[src/rtl/noc_flit_serializer_if.sv]
// noc_flit_serializer_if: packet-in / flit-out handshake bundle for the NoC flit serializer.
//   master: endpoint side (drives packet fields and out_ready, observes flits)
//   slave : serializer side (accepts packets, drives the flit stream)
interface noc_flit_serializer_if #(
    parameter int TYPE_W    = 4,
    parameter int COORD_W   = 4,
    parameter int PAYLOAD_W = 44,
    parameter int FLIT_W    = 16
);
    logic                 in_valid;
    logic                 in_ready;
    logic [TYPE_W-1:0]    in_type;
    logic [COORD_W-1:0]   in_src_x;
    logic [COORD_W-1:0]   in_src_y;
    logic [COORD_W-1:0]   in_dst_x;
    logic [COORD_W-1:0]   in_dst_y;
    logic [PAYLOAD_W-1:0] in_payload;
    logic                 out_valid;
    logic                 out_ready;
    logic [FLIT_W-1:0]    out_flit;
    logic                 out_head;
    logic                 out_tail;

    modport master (
        output in_valid, in_type, in_src_x, in_src_y, in_dst_x, in_dst_y, in_payload, out_ready,
        input  in_ready, out_valid, out_flit, out_head, out_tail
    );

    modport slave (
        input  in_valid, in_type, in_src_x, in_src_y, in_dst_x, in_dst_y, in_payload, out_ready,
        output in_ready, out_valid, out_flit, out_head, out_tail
    );
endinterface

[src/rtl/noc_flit_serializer.sv]
// noc_flit_serializer: splits a TYPE|SRC_X|SRC_Y|DST_X|DST_Y|PAYLOAD packet into FLIT_W-bit flits.
//   clk, rst_n        : clock, asynchronous active-low reset
//   bus (slave)       : packet input handshake and flit output handshake
//   pkt_count         : packets fully sent (wraps)
//   drop_count        : packets dropped for illegal type (saturates)
module noc_flit_serializer #(
    parameter int TYPE_W    = 4,
    parameter int COORD_W   = 4,
    parameter int PAYLOAD_W = 44,
    parameter int FLIT_W    = 16,
    parameter bit SHORT_ACK = 1'b1,
    parameter int CNT_W     = 16
) (
    input  logic                clk,
    input  logic                rst_n,
    noc_flit_serializer_if.slave bus,
    output logic [CNT_W-1:0]    pkt_count,
    output logic [CNT_W-1:0]    drop_count
);
    localparam int PKT_W     = TYPE_W + 4 * COORD_W + PAYLOAD_W;
    localparam int HDR_W     = TYPE_W + 4 * COORD_W;
    localparam int NUM_FLITS = (PKT_W + FLIT_W - 1) / FLIT_W;
    localparam int HDR_FLITS = (HDR_W + FLIT_W - 1) / FLIT_W;
    localparam int PAD_W     = NUM_FLITS * FLIT_W;
    localparam int IDX_W     = NUM_FLITS > 1 ? $clog2(NUM_FLITS) : 1;

    typedef enum logic {IDLE, SEND} state_t;

    state_t             state_q, state_d;
    logic [PAD_W-1:0]   vec_q, vec_d, pad, shifted;
    logic [IDX_W-1:0]   idx_q, idx_d, last_q, last_d;
    logic [CNT_W-1:0]   pkt_q, pkt_d, drop_q, drop_d;
    logic               hs, tail_hs, acc, legal, short_pkt;

    assign legal     = bus.in_type inside {TYPE_W'(1), TYPE_W'(2), TYPE_W'(4), TYPE_W'(8)};
    assign short_pkt = SHORT_ACK && bus.in_type == TYPE_W'(8);
    // Left-justify the packet so flit 0 always starts at the MSB; padding lands in the LSBs.
    assign pad       = PAD_W'({bus.in_type, bus.in_src_x, bus.in_src_y, bus.in_dst_x,
                               bus.in_dst_y, bus.in_payload}) << (PAD_W - PKT_W);
    assign shifted   = vec_q << (FLIT_W * int'(idx_q));

    assign bus.out_valid = state_q == SEND;
    assign bus.out_flit  = shifted[PAD_W-1 -: FLIT_W];
    assign bus.out_head  = bus.out_valid && idx_q == '0;
    assign bus.out_tail  = bus.out_valid && idx_q == last_q;
    assign hs            = bus.out_valid && bus.out_ready;
    assign tail_hs       = hs && bus.out_tail;
    // Accepting on the tail handshake lets the next packet follow without a bubble.
    assign bus.in_ready  = state_q == IDLE || tail_hs;
    assign acc           = bus.in_valid && bus.in_ready;
    assign pkt_count     = pkt_q;
    assign drop_count    = drop_q;

    always_comb begin
        state_d = tail_hs ? IDLE : state_q;
        idx_d   = hs ? idx_q + 1'b1 : idx_q;
        vec_d   = vec_q;
        last_d  = last_q;
        pkt_d   = tail_hs ? pkt_q + 1'b1 : pkt_q;
        drop_d  = drop_q;
        if (acc && legal) begin
            // Short ACKs carry only header bits; everything below the header is cleared.
            vec_d   = short_pkt ? pad & ~({PAD_W{1'b1}} >> HDR_W) : pad;
            idx_d   = '0;
            last_d  = short_pkt ? IDX_W'(HDR_FLITS - 1) : IDX_W'(NUM_FLITS - 1);
            state_d = SEND;
        end else if (acc) begin
            drop_d  = &drop_q ? drop_q : drop_q + 1'b1;
        end
    end

    always_ff @(posedge clk or negedge rst_n) begin
        if (!rst_n) begin
            state_q <= IDLE;
            vec_q   <= '0;
            idx_q   <= '0;
            last_q  <= '0;
            pkt_q   <= '0;
            drop_q  <= '0;
        end else begin
            state_q <= state_d;
            vec_q   <= vec_d;
            idx_q   <= idx_d;
            last_q  <= last_d;
            pkt_q   <= pkt_d;
            drop_q  <= drop_d;
        end
    end
endmodule

[src/flat_wrapper.sv]
// flat-port wrapper written by rule: the top's interface ports become plain ports
module noc_flit_serializer_flat 
#(
    parameter int TYPE_W    = 4,
    parameter int COORD_W   = 4,
    parameter int PAYLOAD_W = 44,
    parameter int FLIT_W    = 16,
    parameter bit SHORT_ACK = 1'b1,
    parameter int CNT_W     = 16
)
  (clk, rst_n, pkt_count, drop_count, bus_in_valid, bus_in_type, bus_in_src_x, bus_in_src_y, bus_in_dst_x, bus_in_dst_y, bus_in_payload, bus_out_ready, bus_in_ready, bus_out_valid, bus_out_flit, bus_out_head, bus_out_tail);
  noc_flit_serializer_if #(.TYPE_W(TYPE_W), .COORD_W(COORD_W), .PAYLOAD_W(PAYLOAD_W), .FLIT_W(FLIT_W)) bus_i ();
  input  logic clk;
  input  logic rst_n;
  output logic [CNT_W-1:0] pkt_count;
  output logic [CNT_W-1:0] drop_count;
  input wire logic [$bits(bus_i.in_valid)-1:0] bus_in_valid;
  input wire logic [$bits(bus_i.in_type)-1:0] bus_in_type;
  input wire logic [$bits(bus_i.in_src_x)-1:0] bus_in_src_x;
  input wire logic [$bits(bus_i.in_src_y)-1:0] bus_in_src_y;
  input wire logic [$bits(bus_i.in_dst_x)-1:0] bus_in_dst_x;
  input wire logic [$bits(bus_i.in_dst_y)-1:0] bus_in_dst_y;
  input wire logic [$bits(bus_i.in_payload)-1:0] bus_in_payload;
  input wire logic [$bits(bus_i.out_ready)-1:0] bus_out_ready;
  output wire logic [$bits(bus_i.in_ready)-1:0] bus_in_ready;
  output wire logic [$bits(bus_i.out_valid)-1:0] bus_out_valid;
  output wire logic [$bits(bus_i.out_flit)-1:0] bus_out_flit;
  output wire logic [$bits(bus_i.out_head)-1:0] bus_out_head;
  output wire logic [$bits(bus_i.out_tail)-1:0] bus_out_tail;
  assign bus_i.in_valid = bus_in_valid;
  assign bus_i.in_type = bus_in_type;
  assign bus_i.in_src_x = bus_in_src_x;
  assign bus_i.in_src_y = bus_in_src_y;
  assign bus_i.in_dst_x = bus_in_dst_x;
  assign bus_i.in_dst_y = bus_in_dst_y;
  assign bus_i.in_payload = bus_in_payload;
  assign bus_i.out_ready = bus_out_ready;
  assign bus_in_ready = bus_i.in_ready;
  assign bus_out_valid = bus_i.out_valid;
  assign bus_out_flit = bus_i.out_flit;
  assign bus_out_head = bus_i.out_head;
  assign bus_out_tail = bus_i.out_tail;
  noc_flit_serializer #(.TYPE_W(TYPE_W), .COORD_W(COORD_W), .PAYLOAD_W(PAYLOAD_W), .FLIT_W(FLIT_W), .SHORT_ACK(SHORT_ACK), .CNT_W(CNT_W)) u_core (.clk(clk), .rst_n(rst_n), .bus(bus_i), .pkt_count(pkt_count), .drop_count(drop_count));
endmodule
[config.mk]
export PLATFORM = sky130hd
export DESIGN_NAME = noc_flit_serializer_flat
export DESIGN_NICKNAME = d
export VERILOG_FILES = /design/src/rtl/noc_flit_serializer_if.sv /design/src/rtl/noc_flit_serializer.sv /design/src/flat_wrapper.sv
export SDC_FILE = /design/constraint.sdc
export NUM_CORES = 1
export LEC_CHECK = 0
export ABC_CLOCK_PERIOD_IN_PS = 2600
export BUFFER_PORTS_ARGS = -buffer_cell sky130_fd_sc_hd__buf_2
export CAP_MARGIN = 10
export CORE_MARGIN = 2
export CORE_UTILIZATION = 40
export DETAILED_ROUTE_END_ITERATION = 8
export PLACE_DENSITY = 0.62
export SLEW_MARGIN = 20
export SYNTH_ARGS = -nofsm -noshare
export SYNTH_HDL_FRONTEND = slang
export SYNTH_SLANG_ARGS = --single-unit
[constraint.sdc]
create_clock -name clk -period 2.6 [get_ports clk]
set_clock_uncertainty 0.05 [all_clocks]
set_input_delay 0.26 -clock clk [delete_from_list [all_inputs] [get_ports clk]]
set_output_delay 0.26 -clock clk [all_outputs]
set_load 0.01 [all_outputs]
# Yosys cells after proc, flatten, opt, wreduce, memory -nomap -nowiden
# Cells that the tools add are included.
[word_totals]
wordCells = 37
register_bits = 101
inputBits = 68
mem_bits_rw = 0
mem_bits_ro = 0
out_inout_bits = 52
latch_bits = 0
mem_count = 0
[classes]
n_mux = 6
multipliers = 0
div_mod_pow = 0
n_shift = 1
n_bitwise = 3
n_lt_le_gt_ge = 0
n_eq_ne = 5
reduce_logical = 13
addsub = 3
[op_table]
columns = ["op", "n"]
rows = [
  ["64-bit by 6-bit << shifter with 64-bit output", 1],
  ["44-bit 2-to-1 mux", 1],
  ["16-bit by 1-bit adder with 16-bit output, second input constant", 2],
  ["16-bit AND reduction", 1],
  ["1-bit logical AND", 6],
  ["2-bit 2-to-1 mux", 3],
  ["4-bit by 1-bit == test with 1-bit output, second input constant", 1],
  ["4-bit by 2-bit == test with 1-bit output, second input constant", 1],
  ["4-bit by 3-bit == test with 1-bit output, second input constant", 1],
  ["4-bit == test, second input constant", 1],
  ["2-bit nonzero test", 2],
  ["4-bit nonzero test", 1],
  ["1-bit inverter", 3],
  ["3-bit AND reduction", 1],
  ["2-bit by 1-bit adder with 2-bit output, second input constant", 1],
  ["2-bit == test", 1],
  ["2-bit zero test", 1],
  ["1-bit 2-to-1 mux", 2],
  ["1-bit logical OR", 1],
]

# Longest topological paths before layout
[logic_depth]
word_depth = 8
depth_mapped = 8
mapped_depth_nobuf = 6

# Worst setup path after synthesis
# OpenSTA, ideal clock, no wires.
[synth_path]
path_type = "reg2reg"
start = "register u_core.idx_q[0]"
end = "register u_core.vec_q[44]"
t_required_ns = 2.425
setup_time_ns = 0.125
period_less_slack_ns = 1.789
t_arrival_ns = 1.614
slack_ns = 0.811
n_path_buf = 2
path_stages_with_launch = 8
path_cell_list = "dfrtp_1 buf_6 xnor2_4 a41oi_4 inv_2 nand2_2 buf_4 mux2_2"
[synth_via]
elab_chain_cells = 6
[synth_lines]
columns = ["item", "line_no", "source"]
rows = [
  ["start, declared", "noc_flit_serializer.sv:31", "logic [IDX_W-1:0] idx_q, idx_d, last_q, last_d;"],
  ["start signal, assigned", "noc_flit_serializer.sv:83", "idx_q <= idx_d;"],
  ["2-bit == test", "noc_flit_serializer.sv:45", "assign bus.out_tail = bus.out_valid && idx_q == last_q;"],
  ["1-bit logical AND", "noc_flit_serializer.sv:45", ""],
  ["1-bit logical AND", "noc_flit_serializer.sv:47", "assign tail_hs = hs && bus.out_tail;"],
  ["1-bit logical OR", "noc_flit_serializer.sv:49", "assign bus.in_ready = state_q == IDLE || tail_hs;"],
  ["1-bit logical AND", "noc_flit_serializer.sv:50", "assign acc = bus.in_valid && bus.in_ready;"],
  ["1-bit logical AND", "noc_flit_serializer.sv:61", "if (acc && legal) begin"],
  ["end signal, assigned", "noc_flit_serializer.sv:82", "vec_q <= vec_d;"],
  ["end, declared", "noc_flit_serializer.sv:30", "logic [PAD_W-1:0] vec_q, vec_d, pad, shifted;"],
]
# Every way passes these cells.
# A chain may end at the register's enable or synchronous reset.

# Worst setup path in the final report
[layout_path]
start = "register u_core.idx_q[0]"
end = "output port bus_out_flit[9]"
[layout_via]
elab_chain_cells = 1
[layout_lines]
columns = ["item", "line_no", "source"]
rows = [
  ["64-bit by 6-bit << shifter with 64-bit output", "noc_flit_serializer.sv:40", "assign shifted = vec_q << (FLIT_W * int'(idx_q));"],
  ["end, declared", "flat_wrapper.sv:27", "output wire logic [$bits(bus_i.out_flit)-1:0] bus_out_flit;"],
]
# Every way passes these cells.

==> impl_metrics.toml <==
[clock_tree]
post_cts_buffers = 0
clock_latency_ps = 340
htreeDepth = 3
cts_root_buf = "clkbuf_16"
cts_made_buffers = 9
clk_path_buf_depth = 2
clock-sinks = 101
path_clk_slew_ps = 70
cts_tree = "done"

[power_and_ir_drop]
p_int_mw = 4.027
switching_share = 0.3218
ir_drop_mv = 0.6235
power_frac_comb = 0.361
p_total_mw = 5.938
powerDensity_nw_per_um2 = 1068
power_frac_clock = 0.208
p_leak_nw = 2.658
switchingPower_mw = 1.911
seq_power_share = 0.431

[synthesis]
netlist_top_cells_count = "dfrtp_1, a22o_1, xnor2_1, mux2_2, nand2_1"
syn_nets = 391
netlist_area_um2 = 4553
ys_ff_latch = 101
yosysWarnings = 0
yosysTopAreaCell = "dfrtp_1"
yosysMostFrequentCell = "dfrtp_1"
synthArstFlopShare = 1.000
yosysUniqueCellTypes = 40
yosys-top-cells-area = "dfrtp_1, a22o_1, mux4_2"
syn_avg_cell_area_um2 = 14.23
synth_top_cell_area_share = 0.5551
syn_inst = 320
yosys_most_used_dff = "dfrtp_1"
synth_edf_count = 0
ys_seq_area_frac = 0.5551

[drt]
ant_nets = 0
firstDrtPassIters = 6
viasPerCell = 5.266
wirelength_um = 9698
num_vias = 3070
drtIter0Drc = 112
wl_per_cell_um = 16.63
drcViolationCount = 0

[final_layout]
fillers = 976
multi_input_area_um2 = 1877
drive_above_1_share = 0.3928
final_util = 0.5062
nets = 510
num_antenna_cells = 0
syn2layout_area_growth_pct = 22.09
seq_area_um2 = 2527

[sta]
min_period_over_period = 0.8629
max_slew_margin = 0.6910
worst_pin_slew_ps = 463.5
tns_ps = 0
fmax_ghz = 0.4457
hold_viol = 0
maxSlewViolCount = 0
rsz0062_at_grt = "false"
setup_viol = 0
fin_crit_ps = 2244

[critical_path]
end_kind = "output port"
r2r_slack_ps = 610
cp_data_required_time_ps = 2290
r2r_end = "u_core.vec_q[56]"
critPathKind = "reg -> out"
crit_path_max_fanout = 17
cpPeakStageDelay_ps = 620
worstPathArrival_ps = 1930
reg2regPathDepth = 6
crit_family = "multiplexers"
path_cells = "buf_4 -> mux4_1 -> buf_2"
slowest_stage = "mux4_1"
r2r_start = "u_core.idx_q[0]"
critPathLaunchType = "flop"
cp.depth = 3
crit_start = "u_core.idx_q[0]"
worstSetupEndpoint = "bus_out_flit[9]"
cp_num_buf_inv = 2

[floorplan]
row_count = 38
die_area_um2 = 12250
fp.dieH_um = 110.7
core_area_um2 = 10980
floorplan.initialDensity = 0.4146
die_w_um = 110.7
ios = 120

[placement]
gp_congestion = 0.7591
io_buffers = 119
place_hpwl_um = 6530

[run_status]
outcome = "finished clean"

[global_route]
grt-ovfl-total = 0
gr-usage-all-layers = 0.1671
grt_max_degree = 68
grt_pass1_wl_um = 16280
antenna_found_initial = 0
grt_pass1_vias = 3147

[min_path]
whs_path_depth = 2
hp-class = "in -> reg"
hold_start = "bus_in_dst_x[3]"

[flow_run]
maxCapViolCount = 0
[logic make-up (layout without fill, tap and decap cells)]
group | after synthesis | after routing | share of synthesized area
muxes | 39 | 39 | 0.1407
AOI/OAI and AO/OA | 54 | 54 | 0.1044
buffers and inverters | 24 | 147 | 0.03270
DFF | 101 | 101 | 0.5551
and+or+nand+nor | 65 | 65 | 0.08519
xor gates and xnor gates | 34 | 34 | 0.07365
adders and majority gates | 3 | 3 | 0.008245
[power by group through the flow]
stage | clock network, mW | logic (mW) | registers [mW]
CTS | 1.27 | 2.19 | 2.56
floorplan | 0 | 1.56 | 2.50
global route | 1.34 | 2.34 | 2.64
global placement | 0 | 2.14 | 2.56
finish | 1.23 | 2.14 | 2.56
detailed placement | 0 | 2.18 | 2.58
[how the worst min path moves through the flow]
| stage | endpoint | slack [ps] |
|---|---|---|
| after floorplan | u_core.bus.out_valid | -90 |
| after global placement | u_core.vec_q[48] | 190 |
| after detailed placement | u_core.vec_q[48] | 200 |
| after CTS | u_core.vec_q[28] | 60 |
| after global routing | u_core.vec_q[28] | 60 |
| final | u_core.vec_q[51] | 80 |
[cell type report]
cell class,count,area share
inverters,6,0.004051
clock inverters,6,0.007427
clock buffers,9,0.04051
well taps,140,0.03151
repair buffers,126,0.1242
multi-input cells,195,0.3376
flip-flops and latches,101,0.4546
[registers in the layout, indices dropped and copies added, names as in the netlist]
register,flops
u_core.bus.out_valid,1
u_core.drop_count,16
u_core.vec_q,64
u_core.pkt_count,16
u_core.last_q,2
u_core.idx_q,2
[metal layers]
| layer | vias up | GRT usage | wire length (um) |
|---|---|---|---|
| li1 | 1434 | - | - |
| met1 | 1548 | 0.2187 | 4324 |
| met2 | 72 | 0.2626 | 4743 |
| met3 | 16 | 0.04975 | 448 |
| met4 | 0 | 0.06583 | 182 |
| met5 | - | 0 | 0 |
[placed cells by master, fill, tap and decap left out, drive strengths merged]
cell	n
clkinv	3
and3	6
mux2	22
mux4	16
clkbuf	9
a311oi	1
nor2	9
dlygate4sd3	1
a31oi	1
a211o	1
a21oi	3
nand2	16
nand3	5
mux2i	1
o21ai	2
and4	4
nand2b	1
buf	125
inv	6
and2	2
nor2b	1
ha	3
and3b	1
dfrtp	101
xnor2	25
a22o	44
nor3	2
clkinvlp	3
xor2	9
nor4	1
a41oi	1
nor4b	2
nand4	15
a21o	1
[timing repair]
action,in CTS,in global routing
gates resized for setup,0,0
endpoints found under the hold margin,34,0
hold buffers,1,0
[per-stage QoR]
step	instances	setup slack (ps)	cell area, um^2	hold WS [ps]
after floorplan	320	811.3	4553	-85.59
after global placement	567	645.5	5283	189.2
after detailed placement	567	621.5	5283	195.8
after CTS	583	322.5	5559	63.46
after global routing	583	269.9	5559	63.42
final	583	356.4	5559	77.48
(Power assumes the default switching activity.)
